--- src/rtl/count_expander.sv ---
// Count expander: turns a binary count N into a thermometer word holding
// exactly min(N, WIDTH) ones, and streams that word out LSB-first with a handshake.
module count_expander #(
  parameter int WIDTH = 15,
  parameter int CW    = 4
) (
  input  logic             clk,
  input  logic             rst_n,
  input  logic             in_valid,
  output logic             in_ready,
  input  logic [CW-1:0]    in_count,
  output logic [WIDTH-1:0] therm,
  output logic             out_valid,
  input  logic             out_ready,
  output logic             out_bit,
  output logic             out_last,
  output logic             busy,
  output logic             sat_err,
  input  logic             sat_clr
);

  localparam int             IW       = $clog2(WIDTH);
  localparam logic [IW-1:0]  LAST_IDX = IW'(WIDTH - 1);
  localparam logic [CW:0]    WIDTH_C  = (CW + 1)'(WIDTH);

  typedef enum logic {IDLE, SHIFT} state_t;

  state_t           state_q, state_d;
  logic [WIDTH-1:0] therm_q, therm_d;
  logic [WIDTH-1:0] shreg_q, shreg_d;
  logic [IW-1:0]    idx_q, idx_d;
  logic             sat_q, sat_d;

  logic accept;
  logic sat_hit;

  // Bits at or above WIDTH never exist, so counts beyond WIDTH clamp naturally.
  function automatic logic [WIDTH-1:0] thermo(input logic [CW-1:0] n);
    logic [WIDTH-1:0] t;
    for (int i = 0; i < WIDTH; i++) begin
      t[i] = (i < int'(n));
    end
    return t;
  endfunction

  assign out_valid = (state_q == SHIFT);
  assign busy      = (state_q == SHIFT);
  assign out_bit   = shreg_q[0];
  assign out_last  = (state_q == SHIFT) && (idx_q == LAST_IDX);
  // out_ready -> in_ready is the only combinational path through the block.
  assign in_ready  = (state_q == IDLE) || (out_last && out_ready);
  assign therm     = therm_q;
  assign sat_err   = sat_q;

  assign accept  = in_valid && in_ready;
  assign sat_hit = ({1'b0, in_count} > WIDTH_C);

  always_comb begin
    state_d = state_q;
    therm_d = therm_q;
    shreg_d = shreg_q;
    idx_d   = idx_q;
    sat_d   = sat_q;

    if (sat_clr) sat_d = 1'b0;
    if (accept && sat_hit) sat_d = 1'b1;

    case (state_q)
      IDLE: begin
        if (accept) begin
          therm_d = thermo(in_count);
          shreg_d = thermo(in_count);
          idx_d   = '0;
          state_d = SHIFT;
        end
      end
      SHIFT: begin
        if (out_ready) begin
          if (idx_q == LAST_IDX) begin
            // Last beat: reload without a bubble if a new count is waiting.
            if (in_valid) begin
              therm_d = thermo(in_count);
              shreg_d = thermo(in_count);
              idx_d   = '0;
            end else begin
              shreg_d = '0;
              idx_d   = '0;
              state_d = IDLE;
            end
          end else begin
            shreg_d = shreg_q >> 1;
            idx_d   = idx_q + 1'b1;
          end
        end
      end
      default: state_d = IDLE;
    endcase
  end

  always_ff @(posedge clk or negedge rst_n) begin
    if (!rst_n) begin
      state_q <= IDLE;
      therm_q <= '0;
      shreg_q <= '0;
      idx_q   <= '0;
      sat_q   <= 1'b0;
    end else begin
      state_q <= state_d;
      therm_q <= therm_d;
      shreg_q <= shreg_d;
      idx_q   <= idx_d;
      sat_q   <= sat_d;
    end
  end

endmodule
--- config.mk ---
export PLATFORM = sky130hd
export DESIGN_NAME = count_expander
export DESIGN_NICKNAME = d
export VERILOG_FILES = /design/src/rtl/count_expander.sv
export SDC_FILE = /design/constraint.sdc
export NUM_CORES = 1
export LEC_CHECK = 0
export CORE_MARGIN = 2
export CORE_UTILIZATION = 42
export DETAILED_ROUTE_END_ITERATION = 6
export GPL_TIMING_DRIVEN = 0
export PLACE_DENSITY = 0.66
export SETUP_SLACK_MARGIN = 0.5
export SYNTH_ARGS = -nofsm -noshare
export SYNTH_HDL_FRONTEND = slang
export SYNTH_SLANG_ARGS = --single-unit
--- constraint.sdc ---
create_clock -name clk -period 2.7 [get_ports clk]
set_input_delay 0.675 -clock clk [delete_from_list [all_inputs] [get_ports clk]]
set_output_delay 0.675 -clock clk [all_outputs]
set_load 0.01 [all_outputs]
==> run metrics <==
status=completed; Reg clk slew, reported paths=0.06 ns; Startpoint Class=flop; Max IR drop VDD=0.000441 V; Pre-Repair DR Iteration Count=4; gr usage total=16.7%; CTS tree=built; first-pass GRT wire length=5500 um; initial drt markers=66; Hold Crit Class=in2async; Port Buf Inserts=25; XOR/XNOR Fraction of Synth Area=0%; H-tree Lvls=2; cell taking the most area after synthesis=dfrtp_1; Async S/R FF share, synth=100%; Comb pwr share=32.7%; Clock Power Share=20.4%; commonest non-fill, non-tap cells in the layout=35 x dfrtp_1, 21 x clkdlybuf4s50_1, 8 x a221o_1, 7 x inv_1, 7 x a21oi_1; routability cong.=0.816; row count=22; antenna cell count=0; Slew headroom=49.1%; Sequential Power Share=46.9%; top post-synthesis cells by area=dfrtp_1 54%, a221o_1 5.0%, a32oi_1 3.3%; pin count of the biggest net entering global routing=36; DR top layer=met4; Synth Area in Compound Gates=23.8%; commonest non-fill, non-tap cell in the layout=dfrtp_1; crit-path max FO=4; Stages on worst setup path=5; Setup Skew=0.00196 ns; # fillers=332; final-stage net count=188; Adder-Cell Fraction of Synth Area=1.55%; Crit path arrival time=1.43 ns; WL final=3260 um; Cell Area, Synth=0.00161 mm^2; Worst path max stage delay=0.40 ns; FMAX=0.476 GHz; WL per Instance=14.4 um; Finish-stage setup viols=0; Top Ports=30; core area=0.00369 mm^2; P_leak=0.983 nW; Synth Area per Inst=11.4 um^2; PnR worst setup slack=0.597 ns; root buffer cell=clkbuf_8; delay-heaviest family, CP=flip-flops; Post-route DRC=0; dominant synthesized flop cell=dfrtp_1; Worst Setup Path Type=reg2out; Metal-1 WL=1540 um; dpl ws=-0.135 ns; CTS Buf Count=5; main combinational cell family by area after synthesis=compound AO/OA/AOI/OAI gates; Layout area overhead=27.1%; GRT overflow=0; clk_lat worst skew=0.28 ns; Worst EP required=2.03 ns; PD cells=848 mW/mm^2; worst-path cell chain=inv_1 -> ha_4 -> nand4_4 -> nand2_2 -> dlygate4sd2_1; synth unique cells=35; Die ar.=0.00435 mm^2; Switch Pwr=0.530 mW; setup TNS=0 ns; max-cap viol count=0; detailed-routed wire length on met2=1530 um; Simple-Gate Fraction of Synth Area=10.5%; post-layout min period=2.10 ns; Post-synth EDFFs=0; Die H=66.0 um; flops & latches, synth=35; crit end category=primary output; Worst Tran Pin Value=0.763 ns; vias per std cell=5.58; Initial Utilization=43.8%; Routed Antenna Nets=0; sequential area share after synthesis=54.3%; met3 wire length=139 um; post-synthesis mux area share=3.10%; Slowest cell on crit path=dfrtp_1; DR vias=1,261; Net Sw Frac=30.5%; syn_nets=153; YS warnings=0; Die W=66.0 um; Final period util=77.9%; Slew Limit Fails=0; Internal=1.21 mW; RSZ-0062 raised after global routing=no; Max Root-Sink Buffers=2; antenna violations before repair=0; Clock Sinks=35; buffers plus inverters on the worst setup path=2; hold violation count in the final report=0; cells on worst reg2reg path=8; vias in the first global route=1,181; Post-Syn Instances=142; Synth top area share=54.3%; layout cell share with drive strength beyond 1=14.6%; Post-DP HPWL=2360 um
## cell families (layout without fill, tap and decap cells)
kind of cell               count (synthesis)  after routing
adders and majority gates                  2              2
AOI/OAI and AO/OA                         51             51
DFF                                       35             35
other                                      1              1
buffers and inverters                     19             55
and+or+nand+nor                           29             29
muxes                                      5              5
## state kept, by name, indices dropped and copies added, names as in the netlist
register	cells
busy	1
idx_q	4
shreg_q	15
therm	15
## final cells by class
cell class / instances / area (um^2) / share of cell area, %
multi-input combinational: 88 / 656 / 32.0
tap: 48 / 60.1 / 2.93
clock buffer: 7 / 76.3 / 3.72
buffer: 12 / 85.1 / 4.15
inverter: 7 / 26.3 / 1.28
sequential: 35 / 876 / 42.7
clock inverter: 1 / 5.00 / 0.244
timing repair buffer: 28 / 267 / 13.0
## power by group through the flow
stage | Clock [mW] | Combinational (mW) | Sequential [mW]
finish | 0.355 | 0.568 | 0.816
global route | 0.384 | 0.622 | 0.834
CTS | 0.365 | 0.567 | 0.816
detailed placement | 0 | 0.553 | 0.815
global placement | 0 | 0.540 | 0.809
floorplan | 0 | 0.238 | 0.845
## cell usage after synthesis, types with 4 or more instances
cell       n
o21ai_1    4
and2_1     5
mux2i_1    5
nor2_1     4
a21o_1     6
o21ai_0    6
a21oi_1    7
a221o_1    8
nand2_1    7
clkbuf_1   4
inv_1      7
a32oi_1    6
dfrtp_1   35
## worst register-to-register path, delay by kind of cell, from the launching register on
family / cells / cell delay, ns
AND/OR/NAND/NOR: 1 / 0.10
buffers and inverters: 4 / 0.58
adder cells (fa/ha/maj): 1 / 0.18
multiplexers: 1 / 0.12
flip-flops: 1 / 0.40
AO/OA/AOI/OAI: 1 / 0.20
## final timing paths
check | startpoint | to | slack [ns]
max reg2reg | idx_q[0] | therm[2] | 1.00
min in group clk | therm[3] | therm[3] | 0.48
min reg2reg | therm[3] | therm[3] | 0.48
max | idx_q[0] | in_ready | 0.60
max in group asynchronous | rst_n | therm[12] | 1.76
min | rst_n | idx_q[0] | 0.46
## through the flow
| stage | power [mW] | utilization (%) | hold slack [ns] | cells | cell area, um^2 |
|---|---|---|---|---|---|
| after floorplan | 1.08 | - | 0.379 | 142 | 1610 |
| after global placement | 1.35 | 52.2 | 0.459 | 215 | 1920 |
| after detailed placement | 1.37 | 52.0 | 0.465 | 215 | 1920 |
| after CTS | 1.75 | 54.8 | 0.480 | 223 | 2020 |
| after global routing | 1.84 | 55.6 | 0.500 | 226 | 2050 |
| final | 1.74 | 55.6 | 0.464 | 226 | 2050 |
## routing by layer
metal  global-route usage [%]  vias up
met5                        0        -
met4                     7.40        0
met3                     4.43        8
met2                     26.5       29
met1                     21.4      627
li1                         -      597
## timing repair
item	CTS	global route
buffers inserted	0	3
setup endpoints to repair	2	2
resized for setup	9	5
pin swaps	0	0
cloned	0	0
hold buffers	0	0
Power figures use the tool's default switching activity.
